File: config.mk
export PLATFORM = sky130hd
export DESIGN_NAME = seq_detect_ctrl
export DESIGN_NICKNAME = d
export VERILOG_FILES = /design/src/rtl/seq_detect_pkg.sv /design/src/rtl/seq_detect_ctrl_matcher.sv /design/src/rtl/seq_detect_ctrl.sv
export SDC_FILE = /design/constraint.sdc
export NUM_CORES = 1
export LEC_CHECK = 0
export BUFFER_PORTS_ARGS = -buffer_cell sky130_fd_sc_hd__buf_4
export CAP_MARGIN = 10
export CORE_MARGIN = 3
export CORE_UTILIZATION = 55
export DETAILED_ROUTE_END_ITERATION = 16
export GPL_TIMING_DRIVEN = 0
export MAX_ROUTING_LAYER = met4
export PLACE_DENSITY = 0.8
export SLEW_MARGIN = 20
export SYNTH_ARGS = -nofsm -noshare
export SYNTH_HDL_FRONTEND = slang
export SYNTH_SLANG_ARGS = --single-unit
File: constraint.sdc
create_clock -name clk -period 5.1 [get_ports clk]
set_clock_uncertainty 0.2 [all_clocks]
set_input_delay 0.255 -clock clk [delete_from_list [all_inputs] [get_ports clk]]
set_output_delay 0.255 -clock clk [all_outputs]
set_load 0.01 [all_outputs]
File: src/rtl/seq_detect_pkg.sv
// Shared types and constants for the bit-serial sequence detector controller.
package seq_detect_pkg;

    typedef enum logic {
        IDLE  = 1'b0,
        ARMED = 1'b1
    } state_t;

    localparam logic [5:0] DEFAULT_PAT = 6'b101001;

    // Width of a field able to hold a pattern length of 0..pat_w.
    function automatic int len_w(input int pat_w);
        return $clog2(pat_w + 1);
    endfunction

endpackage

File: src/rtl/seq_detect_ctrl_matcher.sv
// History shift register, fill counter and pattern compare for the sequence detector.
// match is combinational and reflects the bit being shifted in on this edge.
module seq_matcher #(
    parameter int PAT_W = 6,
    parameter int LEN_W = 3
) (
    input  logic             clk,
    input  logic             rst,
    input  logic             en,
    input  logic             bit_in,
    input  logic             clr,
    input  logic [PAT_W-1:0] pattern,
    input  logic [LEN_W-1:0] len,
    output logic             match
);

    localparam logic [LEN_W-1:0] FILL_MAX = LEN_W'(PAT_W);

    logic [PAT_W-1:0] hist;
    logic [PAT_W-1:0] hist_next;
    logic [PAT_W-1:0] mask;
    logic [LEN_W-1:0] fill;
    logic [LEN_W-1:0] fill_next;

    always_comb begin
        hist_next = hist;
        fill_next = fill;
        mask      = '0;
        if (en) begin
            hist_next = {hist[PAT_W-2:0], bit_in};
            if (fill != FILL_MAX) begin
                fill_next = fill + 1'b1;
            end
        end
        for (int i = 0; i < PAT_W; i++) begin
            mask[i] = (i < int'(len));
        end
        // Only the newest len bits take part, and only once that many have arrived.
        match = en && (fill_next >= len) && ((hist_next & mask) == (pattern & mask));
    end

    always_ff @(posedge clk) begin
        if (rst || clr) begin
            hist <= '0;
            fill <= '0;
        end else begin
            hist <= hist_next;
            fill <= fill_next;
        end
    end

endmodule

File: src/rtl/seq_detect_ctrl.sv
// Programmable sequence detector controller: config registers, arm/disarm FSM,
// tone pulse and wrapping detection counter. SEQ_DETECT_CTRL_THRESH_EN adds cfg_thresh/irq.
//
//   state | meaning
//   IDLE  | disarmed, config writes accepted, history cleared
//   ARMED | qualified bits shifted and matched, config writes ignored
module seq_detect_ctrl #(
    parameter int               PAT_W       = 6,
    parameter int               CNT_W       = 3,
    parameter logic [PAT_W-1:0] DEFAULT_PAT = seq_detect_pkg::DEFAULT_PAT
) (
    input  logic                                     clk,
    input  logic                                     rst,
    input  logic                                     cfg_valid,
    output logic                                     cfg_ready,
    input  logic [PAT_W-1:0]                         cfg_pattern,
    input  logic [seq_detect_pkg::len_w(PAT_W)-1:0]  cfg_len,
    input  logic                                     cfg_overlap,
    output logic                                     cfg_err,
    input  logic                                     start,
    input  logic                                     stop,
    input  logic                                     bit_valid,
    input  logic                                     bit_in,
    output logic                                     busy,
    output logic                                     tone,
    output logic [CNT_W-1:0]                         count,
    output logic                                     count_ovf
`ifdef SEQ_DETECT_CTRL_THRESH_EN
    ,
    input  logic [CNT_W-1:0]                         cfg_thresh,
    output logic                                     irq
`endif
);

    import seq_detect_pkg::*;

    localparam int               LEN_W   = len_w(PAT_W);
    localparam logic [LEN_W-1:0] LEN_MAX = LEN_W'(PAT_W);

    state_t           state;
    logic [PAT_W-1:0] pat_q;
    logic [LEN_W-1:0] len_q;
    logic             overlap_q;
    logic [CNT_W-1:0] count_inc;
    logic             arm;
    logic             disarm;
    logic             cfg_wr;
    logic             cfg_legal;
    logic             m_en;
    logic             m_clr;
    logic             match;

`ifdef SEQ_DETECT_CTRL_THRESH_EN
    logic [CNT_W-1:0] thresh_q;
`endif

    assign arm       = (state == IDLE) && start && !stop;
    assign disarm    = (state == ARMED) && stop;
    assign cfg_wr    = cfg_valid && (state == IDLE);
    assign cfg_legal = (cfg_len != '0) && (cfg_len <= LEN_MAX);
    // A bit arriving together with stop is dropped; stop wins.
    assign m_en      = (state == ARMED) && !stop && bit_valid;
    assign m_clr     = arm || disarm || (match && !overlap_q);
    assign count_inc = count + 1'b1;

    seq_matcher #(
        .PAT_W (PAT_W),
        .LEN_W (LEN_W)
    ) u_matcher (
        .clk     (clk),
        .rst     (rst),
        .en      (m_en),
        .bit_in  (bit_in),
        .clr     (m_clr),
        .pattern (pat_q),
        .len     (len_q),
        .match   (match)
    );

    always_ff @(posedge clk) begin
        if (rst) begin
            state     <= IDLE;
            pat_q     <= DEFAULT_PAT;
            len_q     <= LEN_MAX;
            overlap_q <= 1'b1;
            cfg_ready <= 1'b1;
            cfg_err   <= 1'b0;
            busy      <= 1'b0;
            tone      <= 1'b0;
            count     <= '0;
            count_ovf <= 1'b0;
`ifdef SEQ_DETECT_CTRL_THRESH_EN
            thresh_q  <= '0;
            irq       <= 1'b0;
`endif
        end else begin
            tone    <= match;
            cfg_err <= cfg_wr && !cfg_legal;
            if (cfg_wr && cfg_legal) begin
                pat_q     <= cfg_pattern;
                len_q     <= cfg_len;
                overlap_q <= cfg_overlap;
`ifdef SEQ_DETECT_CTRL_THRESH_EN
                thresh_q  <= cfg_thresh;
`endif
            end
            case (state)
                IDLE: begin
                    if (arm) begin
                        state     <= ARMED;
                        busy      <= 1'b1;
                        cfg_ready <= 1'b0;
                        count     <= '0;
                        count_ovf <= 1'b0;
`ifdef SEQ_DETECT_CTRL_THRESH_EN
                        irq       <= 1'b0;
`endif
                    end
                end
                ARMED: begin
                    if (stop) begin
                        state     <= IDLE;
                        busy      <= 1'b0;
                        cfg_ready <= 1'b1;
                    end else if (match) begin
                        count <= count_inc;
                        if (&count) begin
                            count_ovf <= 1'b1;
                        end
`ifdef SEQ_DETECT_CTRL_THRESH_EN
                        if ((thresh_q != '0) && (count_inc == thresh_q)) begin
                            irq <= 1'b1;
                        end
`endif
                    end
                end
                default: begin
                    state     <= IDLE;
                    busy      <= 1'b0;
                    cfg_ready <= 1'b1;
                end
            endcase
        end
    end

endmodule
; ---- After elaboration in Yosys (flattened, before gate mapping)
; Cells that the tools add are included.
[classes]
add_sub_neg = 2
order_cmp = 8
n_eq_ne = 7
mux = 20
bitwise = 3
n_reduce_logical = 23
[op_table]
columns = operator, count
row1 = 3-bit 2-to-1 mux, 5
row2 = 6-bit bitwise AND, 2
row3 = 1-bit logical AND, 12
row4 = 1-bit 2-to-1 mux, 9
row5 = 1-bit case mux with 2 select lines, 4
row6 = 3-bit by 1-bit adder with 3-bit output (second input constant), 2
row7 = 6-bit == test, 1
row8 = 1-bit by 3-bit < comparator with 1-bit output (first input constant), 2
row9 = 2-bit by 3-bit < comparator with 1-bit output (first input constant), 2
row10 = 3-bit < comparator (first input constant), 2
row11 = 6-bit 2-to-1 mux, 1
row12 = 2-bit != test (second input constant), 3
row13 = 3-bit case mux with 2 select lines, 1
row14 = 3-bit AND reduction, 2
row15 = 2-bit by 1-bit != test with 1-bit output (second input constant), 2
row16 = 4-bit AND reduction, 1
row17 = 3-bit greater-or-equal comparator, 1
row18 = 3-bit <= comparator (second input constant), 1
row19 = 1-bit logical NOT, 3
row20 = 1-bit logical OR, 3
row21 = 3-bit != test (second input constant), 1
row22 = 3-bit nonzero test, 1
row23 = 2-bit AND reduction, 1
row24 = 1-bit NOT, 1
[totals]
regBits = 28
in_bits = 17
out_inout_bits = 8
elab_cells = 75

; ---- Logic depth before layout (Yosys ltp)
; Gate-level depths: netlist (run 1).
[depth]
depth_word = 10
ltp_mapped = 11
mapped_depth_nobuf = 11

; ---- Cells and area by module
; Synthesis (run 1) repeated with hierarchy kept, for this count alone.
[hier_totals]
cells_unflattened = 155
area_unflattened_um2 = 1401.3
[by_module_without_submodules]
columns = module, instances, cells_per_inst, area_each_um2, seq_area_each_um2
row1 = seq_detect_ctrl, 1, 94, 858.3, 380.4
row2 = seq_matcher, 1, 61, 543.0, 180.2

; ---- Worst setup path before layout (run 1)
; Ideal clock, no wire load.
[synth_path]
path_kind = register to register
start = reg u_matcher.fill[0]
end = reg u_matcher.hist[1]
setup_time_ns = 0.150
arrival_time_ns = 2.110
setup_slack_ns = 2.640
stages_incl_launch_ff = 12
period_less_slack_ns = 2.460
path_cell_list = dfxtp_1 -> inv_1 -> ha_1 -> a21oi_1 -> xnor2_1 -> ha_1 -> nand2b_1 -> a21o_1 -> a21o_1 -> nand2_1 -> a2111oi_4 -> nor3_1
[synth_via]
elab_chain_len = 9
word_cells_on_any_way = 10
classes_between = 1 x add/sub / 1 x order compare / 1 x eq/ne / 2 x mux / 5 x reduce/logical
[synth_lines]
columns = item, line_no
row1 = from (decl), seq_detect_ctrl_matcher.sv:22  ; logic [LEN_W-1:0] fill;
row2 = from (signal assigned), seq_detect_ctrl_matcher.sv:48  ; fill <= fill_next;
row3 = 3-bit by 1-bit adder with 3-bit output / 3-bit != test (equally long branches), "seq_detect_ctrl_matcher.sv:32, seq_detect_ctrl_matcher.sv:31"
row4 = 3-bit 2-to-1 mux, seq_detect_ctrl_matcher.sv:31  ; if (fill != FILL_MAX) begin
row5 = 3-bit 2-to-1 mux (*), seq_detect_ctrl_matcher.sv:29  ; if (en) begin
row6 = 3-bit greater-or-equal comparator (*), seq_detect_ctrl_matcher.sv:39  ; match = en && (fill_next >= len) && ((hist_next & mask) == (pattern & mask));
row7 = 1-bit logical AND (*) (2 in series), seq_detect_ctrl_matcher.sv:39
row8 = 1-bit logical AND (*), seq_detect_ctrl.sv:63  ; assign m_clr = arm || disarm || (match && !overlap_q);
row9 = 1-bit logical OR (*), seq_detect_ctrl.sv:63
row10 = 1-bit logical OR (*), seq_detect_ctrl_matcher.sv:43  ; if (rst || clr) begin
row11 = to (signal assigned), seq_detect_ctrl_matcher.sv:47  ; hist <= hist_next;
row12 = to (decl), seq_detect_ctrl_matcher.sv:19  ; logic [PAT_W-1:0] hist;
; Every way passes the cells marked *; elsewhere a longest branch is shown, timed or not.
; A chain may end at the register's enable or synchronous reset.

; ---- Worst setup path in the final report (run 1)
[layout_path]
start = in stop
end = reg u_matcher.hist[1]
[layout_via]
elab_chain_len = 10
word_cells_on_any_way = 16
classes_between = 1 x order compare / 1 x eq/ne / 2 x mux / 1 x bitwise / 11 x reduce/logical
[layout_lines]
columns = item, line_no
row1 = from (decl), seq_detect_ctrl.sv:21  ; input logic stop,
row2 = 1-bit logical NOT, "seq_detect_ctrl.sv:57, seq_detect_ctrl.sv:62"
row3 = 1-bit logical AND (2 in series), seq_detect_ctrl.sv:62  ; assign m_en = (state == ARMED) && !stop && bit_valid;
row4 = 3-bit 2-to-1 mux / 6-bit 2-to-1 mux (equally long branches), seq_detect_ctrl_matcher.sv:29
row5 = 3-bit greater-or-equal comparator / 6-bit bitwise AND (equally long branches), seq_detect_ctrl_matcher.sv:39
row6 = 1-bit logical AND / 6-bit == test (equally long branches), seq_detect_ctrl_matcher.sv:39
row7 = 1-bit logical AND, seq_detect_ctrl_matcher.sv:39
row8 = 1-bit logical AND, seq_detect_ctrl.sv:63
row9 = 1-bit logical OR, seq_detect_ctrl.sv:63
row10 = 1-bit logical OR, seq_detect_ctrl_matcher.sv:43
; Parallel ways exist; a longest one is shown, timed or not.

==> reports/results.txt, run 1 <==
Power Density: 240.5 nW/um^2
Hold Vio Cnt, Final: 0
1st-pass router iterations: 4
Cells after Synth: 180
DIE HEIGHT: 59.71 um
GR Util All Layers: 24.36%
most frequent cells in the layout: dfxtp_1, buf_4, nor2_1, nand2_1, nor3_1
fin crit share: 59.59%
CP Capture Type: flip-flop
PortBufs: 22
I/O pin count: 25
Slew @ Worst Pin: 0.7774 ns
minimum clock period: 3.039 ns
clk slew on worst S/H paths: 0.16 ns
GPL Wtd Cong: 0.8125
maximum vdd drop: 0.1850 mV
clock buffer count from CTS: 3
CTS Hold Bufs: 10
Num Clock Sinks: 28
TritonCTS clock tree: done
via density per instance: 6.093
Setup TNS: 0 ns
Post-Synthesis Cell Area: 1587 sq um
Cell Count Post-Placement: 232
core outline area: 2613 sq um
CP arrival: 3.05 ns
Static Leakage: 0.8401 nW
non-filler cells, final: 246
Post-synth EDFFs: 0
commonest non-fill, non-tap cell in the layout: dfxtp_1
routed len/inst: 15.64 um
Die Wd: 59.71 um
YS warnings: 0
clock latency on the worst-skew pair: 0.33 ns
Pins Over Slew Limit: 0
CTS Buffer Depth: 2
status: completed
Synthesized Nets: 204
ys async rst share: 0%
# resized after CTS: 0
Root Buffer Master: clkbuf_4
Post-CTS Setup Bufs: 0
drt total wl: 3848 um
P&R area growth vs syn: 22.40%
H-tree lvl count: 1
synth unique cells: 43
Most used DFF post-synth: dfxtp_1
worst rel slew slack: 47.83%
DRC errors left: 0
max-cap viol count: 0
DP HPWL: 2706 um
register area share after synthesis: 35.33%
synthesized area per cell: 8.814 sq um
total gr overflow: 0
die area: 3565 sq um
first-pass GRT wire length: 6423 um
vias post-DR: 1,499
# rows: 18
worst hold slack: 0.002591 ns
Initial DRC Count: 59
CP Max Fanout: 10
setup violators final: 0
layout cells sized above 1: 15.28%
pin count of the biggest net entering global routing: 17
Initial Utilization: 60.73%
critical path class: in -> reg
ANT cells: 0
vias in the first global route: 1,444
register bit count reported by yosys: 28
initial antenna violation count: 0
CP startpoint kind: primary input
Final nets: 241
Worst EP required: 5.11 ns
Tightest Hold Check Type: in -> reg
Fmax: 0.3290 GHz
Final ANT Viol Nets: 0
RSZ-0062 raised after global routing: false
-- critical path: stages --
cell	delay [ns]
dlygate4sd3_1	0.55
buf_6	0.14
nand3b_4	0.24
a21oi_1	0.19
xnor2_1	0.12
ha_1	0.28
nand2b_1	0.09
a21o_1	0.11
a21o_1	0.19
nand2_1	0.14
a2111oi_4	0.59
nor3_1	0.14
-- through the flow --
step	power [mW]	util [%]	setup WS (ns)	area [sq um]
floorplan	0.2887	-	2.640	1587
global placement	0.3100	68.49	2.329	1789
detailed placement	0.3136	68.49	2.264	1789
CTS	0.4642	74.33	2.056	1942
global route	0.4862	74.33	1.841	1942
finish	0.4670	74.33	2.061	1942
-- routing by layer --
metal | vias to the layer above | share of wire, % | GRT usage (%)
li1 | 733 | - | -
met1 | 706 | 42 | 28.17
met2 | 54 | 52 | 43.83
met3 | 6 | 5.5 | 2.592
met4 | 0 | 1.3 | 7.278
met5 | - | 0 | -
-- cell usage after synthesis, types with 3 or more instances --
master	number	share of area, %
a21o_1	4	1.9
nor2_1	18	4.3
a211o_1	4	2.2
nor3_1	14	4.4
inv_1	5	1.2
nand2b_1	4	1.6
nor4b_1	3	1.7
ha_1	7	5.5
o211ai_1	4	1.9
nor2b_1	4	1.6
buf_6	3	2.1
a21oi_1	10	3.2
xnor2_1	3	1.7
nand2_1	16	3.8
dfxtp_1	28	35
a211oi_1	5	2.4
o21ai_0	3	0.95
clkbuf_1	3	0.71
mux2i_1	10	6.3
-- power by group --
part | switching (mW) | leakage (nW) | internal, mW | total, mW
clock | 0.0692 | 0.0279 | 0.0795 | 0.149
combinational | 0.0445 | 0.584 | 0.0384 | 0.0829
sequential | 0.00832 | 0.228 | 0.227 | 0.236
total | 0.122 | 0.840 | 0.345 | 0.467
-- state kept, by name, indices dropped and copies added, names as in the netlist, 3 cells and up --
signal	flops
u_matcher.fill	3
pat_q	6
count	3
u_matcher.hist	6
len_q	3
-- cell type report --
cell class,count,area [sq um]
Fill cell,210,670.6
Multi-Input combinational cell,140,958.4
Sequential cell,28,560.5
Timing Repair Buffer,32,265.3
Clock inverter,1,30.03
Tap cell,30,37.54
Inverter,6,22.52
Clock buffer,3,22.52
Buffer,6,45.04
-- worst paths after layout --
path         startpoint           endpoint  slack, ns  depth (start not counted)
min reg2reg    pat_q[2]           pat_q[2]       0.33                          2
max                stop  u_matcher.hist[1]       2.06                         12
max reg2reg       state  u_matcher.hist[1]       2.26                         11
min               start              state      0.003                          3
-- cell families (layout without fill, tap and decap cells) --
group | count (synthesis) | after routing | synth area share [%]
buffers and inverters | 12 | 48 | 4.258
XOR/XNOR | 4 | 4 | 2.209
AND/OR/NAND/NOR | 71 | 71 | 23.58
adder cells (fa/ha/maj) | 7 | 7 | 5.520
flip-flops | 28 | 28 | 35.33
multiplexers | 10 | 10 | 6.309
AO/OA/AOI/OAI | 48 | 48 | 22.79
Note: power is estimated with default switching activity, not from simulation.
==> run 2, diff against run 1 <==
--- a/config.mk
+++ b/config.mk
@@ -5,14 +5,15 @@
 export SDC_FILE = /design/constraint.sdc
 export NUM_CORES = 1
 export LEC_CHECK = 0
+export ABC_AREA = 1
 export BUFFER_PORTS_ARGS = -buffer_cell sky130_fd_sc_hd__buf_4
 export CAP_MARGIN = 10
 export CORE_MARGIN = 3
-export CORE_UTILIZATION = 55
+export CORE_UTILIZATION = 49
 export DETAILED_ROUTE_END_ITERATION = 16
 export GPL_TIMING_DRIVEN = 0
 export MAX_ROUTING_LAYER = met4
-export PLACE_DENSITY = 0.8
+export PLACE_DENSITY = 0.76
 export SLEW_MARGIN = 20
 export SYNTH_ARGS = -nofsm -noshare
 export SYNTH_HDL_FRONTEND = slang
==> constraint.sdc (replaced) <==
create_clock -name clk -period 2.7 [get_ports clk]
set_clock_uncertainty 0.2 [all_clocks]
set_input_delay 0.135 -clock clk [delete_from_list [all_inputs] [get_ports clk]]
set_output_delay 0.135 -clock clk [all_outputs]
set_load 0.01 [all_outputs]
==> run 2 against run 1 <==
Net effect:
- die area up 1.3%
- utilization up 0.55 points
- setup slack worse by 1.9 ns
- flip-flop and latch count unchanged
- synthesized cell count up 5.6%
- global-route usage down 3.2 points
- area after synthesis down 9.6%
- largest power group unchanged
- clock power up 84%
- power up 88%
- highest routed layer unchanged
==> reports/results.txt, run 2 <==
status: completed
routed wl met3: 159 um (-25%)
GR Util All Layers: 21.19% (-3.2 points)
maximum vdd drop: 0.4159 mV (+120%)
pin count of the biggest net entering global routing: 17 (unchanged)
Fmax: 0.3903 GHz
top-area cell type share of the netlist area: 39.09% (+3.8 points)
via density per instance: 5.386 (-12%)
GPL Wtd Cong: 0.8054 (-0.87%)
clock share of power: 31.3% (-0.5 points)
Post-synth EDFFs: 0 (unchanged)
P&R area growth vs syn: 37.61%
CP Max Fanout: 10 (unchanged)
Power Density: 443.8 nW/um^2 (+85%)
CP Capture Type: flip-flop
CTS Buffer Depth: 2 (unchanged)
Setup Slack @ Placement: 0.04719 ns (-2.217 ns)
Post-Synthesis Cell Area: 1434 sq um (-9.6%)
final-layout fill cell count: 202 (-3.8%)
Die Wd: 60.10 um (+0.64%)
Synth area leader: dfxtp_1
ys async rst share: 0% (unchanged)
H-tree lvl count: 1 (unchanged)
Most used DFF post-synth: dfxtp_1
delay-heaviest family, CP: simple AND/OR/NAND/NOR gates
PortBufs: 24 (+9.1%)
drt total wl: 3468 um (-9.9%)
most common cell in the synthesized netlist: nand2_1
vias in the first global route: 1,330 (-7.9%)
Root Buffer Master: clkbuf_4
Highest Signal Layer: met4
setup violators final: 0 (unchanged)
most frequent cells in the layout: nand2_1, buf_4, dfxtp_1, inv_1, dlygate4sd3_1
Final ANT Viol Nets: 0 (unchanged)
Final Instance Area: 1973 sq um (+1.6%)
Net Sw Frac: 25.19% (-0.92 points)
WL met1: 1606 um (+0.44%)
CP max stage cell: dfxtp_4
combinational power share: 17.8% (about the same)
Tightest Hold Check Type: in -> reg
Slew @ Worst Pin: 0.4134 ns (-0.3640 ns)
Worst EP required: 2.73 ns (-2.38 ns)
Hold Vio Cnt, Final: 0 (unchanged)
Final nets: 267 (+11%)
buffers and inverters on the worst path: 4 (+2)
part of the power in registers: 50.9% (+0.5 points)
worst rel slew slack: 72.44% (+25 points)
Largest regs: pat_q: 6 flops, u_matcher.hist: 6 flops
synth unique cells: 26 (-40%)
CP arrival: 2.59 ns (-0.46 ns)
clk slew on worst S/H paths: 0.16 ns (about the same)
1st-pass router iterations: 5 (+1)
max incr delay on CP: 0.37 ns (-0.22 ns)
critical path class: reg -> reg
Setup TNS: 0 ns (unchanged)
initial antenna violation count: 0 (unchanged)
first-pass GRT wire length: 5692 um (-11%)
layout cells sized above 1: 22.73% (+7.4 points)
register bit count reported by yosys: 28 (unchanged)
met2 wire len: 1613 um (-19%)
routed len/inst: 12.75 um (-18%)
fin crit share: 94.90%
Initial Utilization: 54.42% (-6.3 points)
# rows: 18 (unchanged)
sw power: 0.2206 mW (+81%)
Initial DRC Count: 59 (unchanged)
setup ws final: 0.1376 ns (-1.923 ns)
I/O pin count: 25 (unchanged)
CP cell instances: nand3_2 -> buf_8 -> inv_1 -> a21o_1 -> o31ai_2 -> inv_1 -> ha_4 -> nand3_1 -> nand3_1 -> nand2_1 -> inv_2 -> nand3_2 -> nor2_4 -> nand3_4 -> o21ai_2 -> nor2_1
Synth top cells by count: nand2_1, dfxtp_1, inv_1
Pins Over Slew Limit: 0 (unchanged)
core outline area: 2635 sq um (+0.86%)
DRC errors left: 0 (unchanged)
vias post-DR: 1,465 (-2.3%)
CP startpoint kind: flip-flop
DP HPWL: 2366 um (-13%)
Synth area leaders: dfxtp_1, nand2_1, inv_1
die area: 3611 sq um (+1.3%)
TritonCTS clock tree: done
DIE HEIGHT: 60.10 um (+0.64%)
Static Leakage: 0.9147 nW (+8.9%)
max-cap viol count: 0 (unchanged)
placed inst area: 1652 sq um (-7.7%)
Int Pwr: 0.6551 mW (+90%)
Num Clock Sinks: 28 (unchanged)
commonest non-fill, non-tap cell in the layout: nand2_1
Cells after Synth: 190 (+5.6%)
clock latency on the worst-skew pair: 0.33 ns (about the same)
minimum clock period: 2.562 ns
clock buffer count from CTS: 3 (unchanged)
ANT cells: 0 (unchanged)
synthesized area per cell: 7.547 sq um (-14%)
YS warnings: 0 (unchanged)
register area share after synthesis: 39.09% (+3.8 points)
Synthesized Nets: 214 (+4.9%)
total gr overflow: 0 (unchanged)
-- run 2: cell types whose count changed in the layout (fill, tap and decap cells not counted), sizes merged, moves of 4 or more --
cell / delta
nor3: -14
nand2b: -4
nand3: +21
dlygate4sd3: +11
nor2b: -4
o21ai: +6
mux2i: -10
nand4: +8
a211oi: -5
a21oi: +8
a211o: -4
inv: +21
nand2: +27
-- run 2: cell type report --
cell class                 instances  area, sq um  area share (%)
sequential                        28        565.5           28.66
timing repair buffer              47        405.4           20.55
buffer                             4        30.03           1.522
inverter                          26        97.59           4.946
clock buffer                       3        22.52           1.141
multi-input combinational        133        784.5           39.76
tap                               30        37.54           1.902
clock inverter                     1        30.03           1.522
-- run 2: stage by stage --
| stage | std cells | hold WS [ns] | total power [mW] | util [%] |
|---|---|---|---|---|
| final | 272 | 0.01354 | 0.8758 | 74.88 |
| after global routing | 272 | 0.01719 | 0.9114 | 74.88 |
| after CTS | 269 | 0.007763 | 0.8685 | 72.70 |
| after detailed placement | 244 | 0.1587 | 0.5796 | 62.68 |
| after global placement | 244 | 0.1453 | 0.5738 | 62.68 |
| after floorplan | 190 | -0.002556 | 0.5306 | - |
-- run 2: power groups by stage --
| stage | Sequential [mW] | Clock, mW | Combinational [mW] |
|---|---|---|---|
| after floorplan | 0.454 | 0 | 0.0771 |
| after global placement | 0.453 | 0 | 0.120 |
| after detailed placement | 0.455 | 0 | 0.125 |
| after CTS | 0.446 | 0.275 | 0.147 |
| after global routing | 0.448 | 0.289 | 0.174 |
| final | 0.446 | 0.274 | 0.156 |
-- run 2: cell families (layout without fill, tap and decap cells) --
kind of cell / after synthesis / after routing / synth area share [%]
simple gates: 92 / 92 / 32.64
buf+inv: 30 / 81 / 8.639
compound gates: 32 / 33 / 12.92
fa+ha+maj: 7 / 7 / 6.108
xor+xnor: 1 / 1 / 0.6109
flops: 28 / 28 / 39.09
-- run 2: repair_timing --
item | CTS | global route
hold buffers | 21 | 0
endpoints found under the hold margin | 24 | 0
endpoints found under the setup margin | 2 | 13
gates resized for setup | 1 | 8
setup buffers | 0 | 2
pin swaps | 0 | 4
gates cloned | 0 | 1
-- run 2: worst reg2reg max path: cells and delay by family (launching register included) --
kind | cells | cell delay [ns]
compound gates | 3 | 0.50
buf+inv | 4 | 0.39
flops | 1 | 0.37
simple gates | 8 | 0.70
fa+ha+maj | 1 | 0.29
-- run 2: path summary, 6_finish.rpt --
check	from	cells after the start	endpoint	slack (ns)
worst max-delay path	state	16	u_matcher.fill[1]	0.14
worst max register to register	state	16	u_matcher.fill[1]	0.14
worst min register to register	count_ovf	2	count_ovf	0.27
worst min-delay path	stop	5	cfg_ready	0.01
-- run 2: metal layers --
layer,vias to the layer above,global-route usage [%]
li1,740,-
met1,659,27.39
met2,52,33.80
met3,14,3.240
met4,0,6.646
met5,-,-
